File: src/rtl/seg_scan_mux_pkg.sv
// Shared types and constants for the multiplexed 4-digit seven-segment scanner.
package seg_scan_mux_pkg;

  typedef enum logic [1:0] {
    IDLE  = 2'd0,
    BLANK = 2'd1,
    SHOW  = 2'd2
  } scan_state_t;

  localparam logic [7:0] SEG_BLANK = 8'hFF;
  localparam logic [3:0] AN_OFF    = 4'b1111;

  localparam int unsigned DEF_REFRESH_DIV  = 16;
  localparam int unsigned DEF_BLANK_CYC    = 2;
  localparam int unsigned DEF_BLINK_FRAMES = 4;

  function automatic logic [3:0] an_select(input logic [1:0] digit);
    an_select = ~(4'b0001 << digit);
  endfunction

endpackage

File: src/rtl/slot_timer.sv
// Per-digit slot cycle counter; flags the last blank cycle, the last two cycles and the slot end.
module slot_timer
  import seg_scan_mux_pkg::*;
#(
  parameter int unsigned REFRESH_DIV = DEF_REFRESH_DIV,
  parameter int unsigned BLANK_CYC   = DEF_BLANK_CYC
) (
  input  logic clk,
  input  logic clear,
  input  logic i_run,
  output logic o_blank_done,
  output logic o_pre_done,
  output logic o_slot_done
);

  localparam logic [15:0] CNT_LAST   = 16'(REFRESH_DIV - 1);
  localparam logic [15:0] CNT_PRE    = 16'(REFRESH_DIV - 2);
  localparam logic [15:0] BLANK_LAST = 16'(BLANK_CYC - 1);

  logic [15:0] r_cnt;

  // Counter sits at zero while the scan is idle so the first slot always starts fresh.
  always_ff @(posedge clk or posedge clear) begin
    if (clear) begin
      r_cnt <= 16'd0;
    end else if (!i_run) begin
      r_cnt <= 16'd0;
    end else if (r_cnt == CNT_LAST) begin
      r_cnt <= 16'd0;
    end else begin
      r_cnt <= r_cnt + 16'd1;
    end
  end

  assign o_blank_done = (r_cnt == BLANK_LAST);
  assign o_pre_done   = (r_cnt == CNT_PRE);
  assign o_slot_done  = (r_cnt == CNT_LAST);

endmodule

File: src/rtl/seg_scan_mux.sv
// Four-digit seven-segment scanner with ghost-guard blanking, frame-coherent snapshot and done blinking.
module seg_scan_mux
  import seg_scan_mux_pkg::*;
#(
  parameter int unsigned REFRESH_DIV  = DEF_REFRESH_DIV,
  parameter int unsigned BLANK_CYC    = DEF_BLANK_CYC,
  parameter int unsigned BLINK_FRAMES = DEF_BLINK_FRAMES
) (
  input  logic       clk,
  input  logic       clear,
  input  logic       en,
  input  logic       done_in,
  input  logic [7:0] LED0,
  input  logic [7:0] LED1,
  input  logic [7:0] LED2,
  input  logic [7:0] LED3,
  output logic [7:0] seg_out,
  output logic [3:0] an_out,
  output logic       frame_tick
);

  localparam logic [8:0] BLINK_ON   = 9'(BLINK_FRAMES);
  localparam logic [8:0] BLINK_LAST = 9'(2 * BLINK_FRAMES - 1);

  scan_state_t      r_state;
  logic [1:0]       r_digit;
  logic [8:0]       r_blink_cnt;
  logic             r_blink_act;
  logic [3:0][7:0]  r_snap;

  logic w_run;
  logic w_blank_done;
  logic w_pre_done;
  logic w_slot_done;
  logic w_blink_off;

  assign w_run       = en && (r_state != IDLE);
  assign w_blink_off = r_blink_act && (r_blink_cnt >= BLINK_ON);

  slot_timer #(
    .REFRESH_DIV (REFRESH_DIV),
    .BLANK_CYC   (BLANK_CYC)
  ) u_slot_timer (
    .clk          (clk),
    .clear        (clear),
    .i_run        (w_run),
    .o_blank_done (w_blank_done),
    .o_pre_done   (w_pre_done),
    .o_slot_done  (w_slot_done)
  );

  // Outputs are loaded on the same edge as the state they belong to, so they never lag the FSM.
  always_ff @(posedge clk or posedge clear) begin
    if (clear) begin
      r_state     <= IDLE;
      r_digit     <= 2'd0;
      r_blink_cnt <= 9'd0;
      r_blink_act <= 1'b0;
      r_snap      <= {4{SEG_BLANK}};
      seg_out     <= SEG_BLANK;
      an_out      <= AN_OFF;
      frame_tick  <= 1'b0;
    end else begin
      frame_tick <= 1'b0;
      if (!en) begin
        r_state <= IDLE;
        r_digit <= 2'd0;
        seg_out <= SEG_BLANK;
        an_out  <= AN_OFF;
      end else begin
        case (r_state)
          IDLE: begin
            r_state     <= BLANK;
            r_digit     <= 2'd0;
            r_snap      <= {LED3, LED2, LED1, LED0};
            r_blink_cnt <= 9'd0;
            r_blink_act <= done_in;
            seg_out     <= SEG_BLANK;
            an_out      <= AN_OFF;
          end
          BLANK: begin
            if (w_blank_done) begin
              r_state <= SHOW;
              seg_out <= w_blink_off ? SEG_BLANK : r_snap[r_digit];
              an_out  <= w_blink_off ? AN_OFF : an_select(r_digit);
            end else begin
              seg_out <= SEG_BLANK;
              an_out  <= AN_OFF;
            end
          end
          SHOW: begin
            if (w_slot_done) begin
              r_state <= BLANK;
              r_digit <= r_digit + 2'd1;
              seg_out <= SEG_BLANK;
              an_out  <= AN_OFF;
              // Leaving digit 3 starts a new frame: resample LEDs and the blink phase together.
              if (r_digit == 2'd3) begin
                r_snap      <= {LED3, LED2, LED1, LED0};
                r_blink_act <= done_in;
                if (done_in && r_blink_act) begin
                  r_blink_cnt <= (r_blink_cnt == BLINK_LAST) ? 9'd0 : r_blink_cnt + 9'd1;
                end else begin
                  r_blink_cnt <= 9'd0;
                end
              end
            end else begin
              frame_tick <= (r_digit == 2'd3) && w_pre_done;
            end
          end
          default: begin
            r_state <= IDLE;
            r_digit <= 2'd0;
            seg_out <= SEG_BLANK;
            an_out  <= AN_OFF;
          end
        endcase
      end
    end
  end

endmodule

File: config.mk
export PLATFORM = sky130hd
export DESIGN_NAME = seg_scan_mux
export DESIGN_NICKNAME = d
export VERILOG_FILES = /design/src/rtl/seg_scan_mux_pkg.sv /design/src/rtl/slot_timer.sv /design/src/rtl/seg_scan_mux.sv
export SDC_FILE = /design/constraint.sdc
export NUM_CORES = 1
export LEC_CHECK = 0
export CORE_ASPECT_RATIO = 1.1
export CORE_MARGIN = 8
export CORE_UTILIZATION = 30
export DETAILED_ROUTE_END_ITERATION = 8
export GPL_ROUTABILITY_DRIVEN = 1
export PLACE_DENSITY_LB_ADDON = 0.2
export RECOVER_POWER = 50
export SYNTH_ARGS = -nofsm -noshare
export SYNTH_HDL_FRONTEND = slang
export SYNTH_SLANG_ARGS = --single-unit
File: constraint.sdc
create_clock -name clk -period 2.67 [get_ports clk]
set_input_delay 0.534 -clock clk [delete_from_list [all_inputs] [get_ports clk]]
set_output_delay 0.534 -clock clk [all_outputs]
set_load 0.05 [all_outputs]
==> flow_summary.toml, run 1 <==
[status]
status = "finished with violations"
failed_checks = "max-capacitance violations, max-slew violations"

[final_layout]
stdcell_area_um2 = 4700
mostFrequentLayoutCells = "45 x clkdlybuf4s50_1, 44 x dfstp_2, 31 x dfrtp_1"
final_util = 0.3905
area_delta_synth_final_pct = 27.54
mostFrequentLayoutCell = "clkdlybuf4s50_1"
fillCellCount = 1166
drive_above_1_share = 0.2555
diodes = 0
regArea_um2 = 1932
multiInputGateArea_um2 = 1627
nets = 404

[sta]
min_period_ns = 2.539
worst_pin_slew_ns = 1.635
rsz0062_at_grt = "no"
hold_viol_final = 0
fmax_mhz = 393.8
drv_slew = 76
setup_violations = 0
slew_headroom = -0.09005
clock_skew_ns = 0.006784
finalSetupTns_ns = 0
post-route-period-util = 0.9510

[synth]
yosys_warnings = 0
synth_edf_count = 0
synth_top_flop_cell = "dfstp_2"
ys_seq_elements = 75
async_reset_ff_frac = 1.000
syn-num-nets = 343
synth_cell_type_count = 51
synthCells = 298
netlist_area_um2 = 3685
avgSynthCellArea_um2 = 12.37
ys_seq_area_frac = 0.5243

[detailed_routing]
vias = 2519
wl_per_cell_um = 15.55
wl_um = 8055
dr.pass1.iters = 4
drc = 0
first_iter_violations = 124
via_per_inst = 4.863
ant_nets = 0

[placed_design]
hpwl_um = 5565
post_dp_cell_area_um2 = 4433
gp_congestion = 0.7868
portBuffers = 48

[clocking]
cts_tree = "yes"
numCtsBuffers = 9
clock-root-buffer = "clkbuf_16"
cts_buffer_depth = 2
cts_max_level = 3
cts_resized = 0
clock_latency_ns = 0.33
cts.sinks = 75
post_cts_buffers = 0
cts.clk_slew.worst_paths_ns = 0.06
hold_buffers = 0

[global_routing]
grt-ovfl-total = 0
grt_pass1_vias = 2665
gr-usage-all-layers = 0.1088
grt_max_degree = 76
grt_first_pass_wirelength_um = 14050
antenna_found_initial = 0

[critical_path]
r2r_slack_ns = 0.13
worst_ep_required_time_ns = 2.89
path_class = "flop to flop"
rr_startpoint = "u_slot_timer.r_cnt[4]"
reg2reg_to = "r_blink_cnt[7]"
cp-end-kind = "flop"
timing.critical_path.fanout_max = 5
worstPathArrival_ns = 2.76
reg2reg_depth = 5
start_kind = "flop"

[hold_path]
hold_path_class = "flop to flop"
min_path_cells = 1
hold_path_end = "r_blink_cnt[8]"
hp-start = "r_blink_cnt[8]"

[pwr]
p_clk_frac = 0.409
cell_internal_pwr_mw = 2.241
pwr-share-seq = 0.482
combPwrFrac = 0.109
sw_frac_of_total = 0.2275
vdd_ir_drop_max_mv = 0.2819
p_per_area_nw_per_um2 = 617.4
power_leakage_nw = 1.817
switchingPower_mw = 0.6602

[floorplanning]
die_y_um = 132.2
fp.dieArea_um2 = 16090
pin_count = 49
num_rows = 42
coreArea_um2 = 12030
die_x_um = 121.7
start_util = 0.3062

[run]
maxCapViolations = 1
-- worst max-delay path by stage --
stage / start / end / slack [ns] / depth (start not counted)
after global placement: u_slot_timer.r_cnt[9] / r_blink_act / 0.18 / 5
after CTS: u_slot_timer.r_cnt[4] / r_blink_act / 0.14 / 5
after detailed placement: u_slot_timer.r_cnt[4] / r_blink_act / 0.15 / 5
after global routing: u_slot_timer.r_cnt[5] / r_blink_act / 0.06 / 5
final: u_slot_timer.r_cnt[4] / r_blink_cnt[7] / 0.13 / 5
after floorplan: u_slot_timer.r_cnt[9] / r_blink_act / 0.17 / 7
-- per-layer routing --
metal  global-route usage  share of wire  routed length [µm]  vias to the layer above
li1                     -              -                   -                     1223
met1               0.1504           0.48                3893                     1249
met2               0.1581           0.47                3768                       39
met3              0.02656          0.035                 278                        8
met4              0.04324          0.014                 115                        0
met5                    0              0                   0                        -
-- worst max-delay path, cell delays in order, from the launching register on --
cell,delay (ns)
dfrtp_1,0.42
or4_1,0.59
or4_1,0.60
clkbuf_1,0.22
a21o_1,0.26
a221o_1,0.35
-- cell type report --
class / count / share of cell area
tap: 154 / 0.04100
timing repair buffer: 65 / 0.1283
clock inverter: 4 / 0.006124
multi-input combinational: 195 / 0.3461
inverter: 13 / 0.01038
sequential: 75 / 0.4111
clock buffer: 12 / 0.05698
-- cell families (layout without fill, tap and decap cells) --
kind of cell	count (synthesis)	count (layout)	share of synthesized area
simple gates	90	90	0.1419
fa+ha+maj	9	9	0.03056
mux	42	42	0.1525
flops	75	75	0.5243
xor+xnor	12	12	0.02852
buf+inv	28	94	0.03633
compound gates	42	42	0.08591
-- through the flow --
stage          worst slack, ns  total power [mW]  hold slack (ns)  cells
4_1_cts                 0.1442             2.964           0.4957    518
3_3_place_gp            0.1802             1.738           0.4818    502
2_1_floorplan           0.1714             1.621           0.4444    298
3_5_place_dp            0.1520             1.747           0.4838    502
6_report                0.1310             2.901           0.5023    518
5_1_grt                0.06332             3.044           0.5590    518
-- synth_stat cells, types with 5 or more instances --
master	count	area share
mux4_2	8	0.049
xor2_1	6	0.014
or4_1	6	0.012
dfstp_2	44	0.31
o21ai_0	6	0.0081
and3_1	6	0.010
mux2_1	24	0.073
nor2b_1	6	0.010
dfrtp_1	31	0.21
nor2_1	16	0.016
nand2_1	10	0.010
mux2_2	9	0.028
xnor2_1	6	0.014
o22a_1	12	0.029
clkbuf_1	8	0.0081
nand4_1	8	0.014
a31oi_1	5	0.0085
inv_1	13	0.013
nand3_1	10	0.014
ha_1	9	0.031
-- power by group through the flow --
stage	Sequential, mW	Combinational, mW	Clock, mW
detailed placement	1.42	0.327	0
CTS	1.40	0.328	1.24
global placement	1.42	0.322	0
global route	1.42	0.349	1.28
finish	1.40	0.315	1.19
floorplan	1.40	0.216	0
-- sequential cells by signal, indices dropped and copies added, names as in the netlist --
| signal | flops |
|---|---|
| r_state | 2 |
| an_out | 4 |
| r_digit | 2 |
| r_blink_cnt | 9 |
| u_slot_timer.r_cnt | 16 |
| r_snap | 32 |
| seg_out | 8 |
| r_blink_act | 1 |
| frame_tick | 1 |
Note: power is estimated with default switching activity, not from simulation.
==> run 2: changes to the inputs <==
Settings changed: CORE_UTILIZATION 30 to 45, GPL_ROUTABILITY_DRIVEN 1 to 0, PLACE_DENSITY set to 0.7, PLACE_DENSITY_LB_ADDON 0.2 to not set.
==> run 2 against run 1 <==
  * The flow now finishes without violations
  * Non-clock buffer count fell by 1
  * Power fell by 12%
  * Critical path type unchanged
  * Maximum frequency rose by 0.77%
==> flow_summary.toml, run 2 (synthesis results as in run 1) <==
[status]
status = "finished, final reports clean"

[pwr]
switchingPower_mw = 0.6726
total_power_mw = 2.560
sw_frac_of_total = 0.2627
p_clk_frac = 0.330
power_leakage_nw = 1.762
vdd_ir_drop_max_mv = 0.3400
combPwrFrac = 0.121
pwr-share-seq = 0.549
p_per_area_nw_per_um2 = 566.0
cell_internal_pwr_mw = 1.887

[final_layout]
mostFrequentLayoutCells = "45 x clkdlybuf4s50_1, 44 x dfstp_2, 31 x dfrtp_1"
fillCellCount = 685
layoutNonFillerInstCount = 471
area_delta_synth_final_pct = 22.75
top_register = "r_snap"
diodes = 0
largest_reg_flops = 32
stdcell_area_um2 = 4523
mostFrequentLayoutCell = "clkdlybuf4s50_1"
top_regs = "r_snap x32, u_slot_timer.r_cnt x16, r_blink_cnt x9"
final_util = 0.5716
drive_above_1_share = 0.2534
nets = 403

[floorplanning]
fp.dieArea_um2 = 11340
num_rows = 34
die_x_um = 102.3
die_y_um = 110.9
start_util = 0.4657
coreArea_um2 = 7913
pin_count = 49

[global_routing]
grt_first_pass_wirelength_um = 13130
grt_max_degree = 39
gr-usage-all-layers = 0.1453
grt-ovfl-total = 0
antenna_found_initial = 0
grt_pass1_vias = 2747

[hold_path]
hold_path_class = "flop to flop"
min_path_cells = 1

[sta]
clock_skew_ns = 0.01301
hold_viol_final = 0
post-route-period-util = 0.9437
finalSetupTns_ns = 0
setup_violations = 0
slew_headroom = 0.3986
rsz0062_at_grt = "no"
min_period_ns = 2.520
fmax_mhz = 396.9
drv_slew = 0
worst_pin_slew_ns = 0.9021

[critical_path]
critical-path-max-stage-delay_ns = 0.61
worstPathArrival_ns = 2.76
timing.critical_path.fanout_max = 38
path_class = "flop to flop"
cp-end-kind = "flop"
path_cells = "or4_4, or4_1, a21oi_4, buf_12, mux2_1"
worst_ep_required_time_ns = 2.91
start_kind = "flop"
crit_slowest_cell = "or4_1"
reg2reg_depth = 5

[placed_design]
hpwl_um = 5384
dpl.cell_count = 455
portBuffers = 48
post_dp_cell_area_um2 = 4368

[clocking]
cts.sinks = 75
cts_buffer_depth = 2
numCtsBuffers = 9
hold_buffers = 0
cts_resized = 0
post_cts_buffers = 0
cts.clk_slew.worst_paths_ns = 0.08
clock-root-buffer = "clkbuf_8"
cts_tree = "yes"
clock_latency_ns = 0.36
cts_max_level = 3

[detailed_routing]
first_iter_violations = 87
vias = 2526
ant_nets = 0
wl_um = 7457
wl_per_cell_um = 15.83
dr.pass1.iters = 4
drc = 0
via_per_inst = 5.363

[run]
maxCapViolations = 0
-- run 2: metrics by stage --
step           worst slack [ns]  hold slack (ns)
6_report                 0.1504           0.4986
5_1_grt                 0.03375           0.5258
4_1_cts                  0.1370           0.4944
3_5_place_dp             0.1609           0.4837
3_3_place_gp             0.1985           0.4793
2_1_floorplan            0.1714           0.4444
-- run 2: metal layers --
layer / part of all wire / track usage / up-vias
met5: 0 / 0 / -
li1: - / - / 1223
met1: 0.45 / 0.1804 / 1251
met2: 0.50 / 0.2312 / 37
met3: 0.034 / 0.03643 / 15
met4: 0.018 / 0.06275 / 0
-- run 2: worst max-delay path, delay by kind of cell, from the launching register on --
family	cells	cell delay, ns
muxes	1	0.34
AOI/OAI and AO/OA	1	0.20
DFF	1	0.44
buffers and inverters	1	0.23
and+or+nand+nor	2	1.18
-- run 2: path summary, 6_finish.rpt --
| path | from | to | slack (ns) |
|---|---|---|---|
| max in group asynchronous | clear | r_blink_cnt[1] | 0.55 |
| min reg2reg | r_blink_cnt[8] | r_blink_cnt[8] | 0.50 |
| max | u_slot_timer.r_cnt[9] | r_blink_act | 0.15 |
| min in group asynchronous | clear | u_slot_timer.r_cnt[1] | 0.81 |
| max reg2reg | u_slot_timer.r_cnt[9] | r_blink_act | 0.15 |
| min | r_blink_cnt[8] | r_blink_cnt[8] | 0.50 |
-- run 2: final cells by class --
| type | instances | area, µm² | area share |
|---|---|---|---|
| Sequential cell | 75 | 1932 | 0.4271 |
| Timing Repair Buffer | 64 | 591.8 | 0.1308 |
| Tap cell | 108 | 135.1 | 0.02988 |
| Inverter | 13 | 48.80 | 0.01079 |
| Clock buffer | 9 | 123.9 | 0.02739 |
| Multi-Input combinational cell | 195 | 1627 | 0.3596 |
| Clock inverter | 7 | 65.06 | 0.01438 |
-- run 2: power groups by stage --
stage | logic (mW) | clock network [mW] | registers (mW)
5_1_grt | 0.342 | 0.915 | 1.43
3_5_place_dp | 0.322 | 0 | 1.43
6_report | 0.311 | 0.844 | 1.40
4_1_cts | 0.323 | 0.871 | 1.41
3_3_place_gp | 0.313 | 0 | 1.42
2_1_floorplan | 0.216 | 0 | 1.40
==> run 3: changes to the inputs <==
Settings changed: CELL_PAD_IN_SITES_DETAIL_PLACEMENT set to 2, CELL_PAD_IN_SITES_GLOBAL_PLACEMENT set to 2, CORE_UTILIZATION 45 to 34, PLACE_DENSITY 0.7 to 0.76.
==> run 3 against run 2 <==
  * The run now ends with max-capacitance violations, max-slew violations left
  * Maximum frequency shrank 1.6%
  * Critical endpoint unchanged
  * Core utilization down 14 points
  * Largest cell class unchanged
  * First-iteration DRC count rose by 6.9%
==> flow_summary.toml, run 3 (synthesis results as in run 1) <==
[status]
status = "finished with violations"
failed_checks = "max-capacitance violations, max-slew violations"

[clocking]
cts_max_level = 3
cts.sinks = 75
post_cts_buffers = 0
hold_buffers = 0
clock-root-buffer = "clkbuf_16"
cts_tree = "yes"
cts_resized = 0
clock_latency_ns = 0.34
cts.clk_slew.worst_paths_ns = 0.06
cts_buffer_depth = 2
numCtsBuffers = 9

[sta]
setup_violations = 0
hold_viol_final = 0
drv_slew = 76
min_period_ns = 2.562
worst_pin_slew_ns = 1.858
fmax_mhz = 390.4
slew_headroom = -0.2386
finalSetupTns_ns = 0
post-route-period-util = 0.9594
rsz0062_at_grt = "no"
clock_skew_ns = 0.007919
hold_slack_ns = 0.4882

[final_layout]
area_delta_synth_final_pct = 27.30
top_regs = "r_snap x32, u_slot_timer.r_cnt x16, r_blink_cnt x9"
diodes = 0
drive_above_1_share = 0.2630
nets = 405
largest_reg_flops = 32
stdcell_area_um2 = 4691
mostFrequentLayoutCells = "46 x clkdlybuf4s50_1, 44 x dfstp_2, 31 x dfrtp_1"
mostFrequentLayoutCell = "clkdlybuf4s50_1"
top_register = "r_snap"

[detailed_routing]
highest_layer = "met4"
wl_met1_um = 4267
wl_met2_um = 5433
wl_um = 10160
via_per_inst = 5.188
vias = 2656
route.met3.wl_um = 264
wl_per_cell_um = 19.85
first_iter_violations = 93
dr.pass1.iters = 4
drc = 0
ant_nets = 0

[pwr]
total_power_mw = 2.917
vdd_ir_drop_max_mv = 0.3028
power_leakage_nw = 1.808
p_per_area_nw_per_um2 = 621.9

[critical_path]
r2r_slack_ns = 0.11
worstPathArrival_ns = 2.78
worst_ep_required_time_ns = 2.89
timing.critical_path.fanout_max = 10
cp-end-kind = "flop"
path_class = "flop to flop"
start_kind = "flop"

[hold_path]
hold_path_class = "flop to flop"

[global_routing]
antenna_found_initial = 0
grt_max_degree = 76
grt_pass1_vias = 3111
grt-ovfl-total = 0
grt_first_pass_wirelength_um = 16540
gr-usage-all-layers = 0.1486

[floorplanning]
num_rows = 40
fp.dieArea_um2 = 14430
die_y_um = 125.2
pin_count = 49
coreArea_um2 = 10760
die_x_um = 115.3
start_util = 0.3424

[placed_design]
hpwl_um = 7072
post_dp_cell_area_um2 = 4432
portBuffers = 48

[run]
maxCapViolations = 1
[run 3: cell count changes in the layout (fill, tap and decap cells not counted), moves of 2 or more]
| cell | previous run | this run |
|---|---|---|
| clkbuf_16 | 0 | 9 |
| clkbuf_8 | 9 | 0 |
| buf_4 | 9 | 13 |
| clkinvlp_4 | 0 | 3 |
| clkbuf_1 | 5 | 3 |
| inv_6 | 3 | 1 |
[run 3: final timing paths]
| kind | start | to | depth (start not counted) |
|---|---|---|---|
| hold reg to reg | r_blink_cnt[8] | r_blink_cnt[8] | 1 |
| min in group asynchronous | clear | r_digit[1] | 3 |
| setup reg to reg | u_slot_timer.r_cnt[8] | r_blink_act | 5 |
| max in group asynchronous | clear | u_slot_timer.r_cnt[9] | 3 |
| setup / recovery | u_slot_timer.r_cnt[8] | r_blink_act | 5 |
| hold / removal | r_blink_cnt[8] | r_blink_cnt[8] | 1 |
[run 3: layout make-up]
| class | instances | area [µm²] |
|---|---|---|
| fillers | 1078 | 6070 |
| flip-flops and latches | 75 | 1932 |
| multi-input cells | 195 | 1627 |
| repair buffers | 66 | 614.3 |
| clock buffers | 9 | 225.2 |
| well taps | 147 | 183.9 |
| clock inverters | 7 | 60.06 |
| inverters | 13 | 48.80 |
[run 3: per-layer routing]
layer  GRT usage  vias up
li1            -     1225
met1      0.1697     1382
met2      0.2621       35
met3     0.02696       14
met4     0.06579        0
met5           0        -
[run 3: power breakdown]
part / total, mW / switching (mW) / internal, mW
clock: 1.18 / 0.530 / 0.646
sequential: 1.41 / 0.0730 / 1.34
combinational: 0.330 / 0.140 / 0.190
[run 3: worst max-delay path, stage by stage (launching register included)]
cell and delay, ns:
dfrtp_1 0.46, or4_4 0.57, or4_1 0.62, a21oi_4 0.22, buf_4 0.22, mux2_1 0.35
[run 3: per-stage QoR]
| stage | setup slack [ns] | std cells | util |
|---|---|---|---|
| floorplan | 0.1714 | 298 | - |
| global placement | 0.2169 | 496 | 0.4119 |
| detailed placement | 0.1408 | 496 | 0.4119 |
| CTS | 0.1051 | 512 | 0.4384 |
| global route | 0.03670 | 512 | 0.4359 |
| finish | 0.1083 | 512 | 0.4359 |
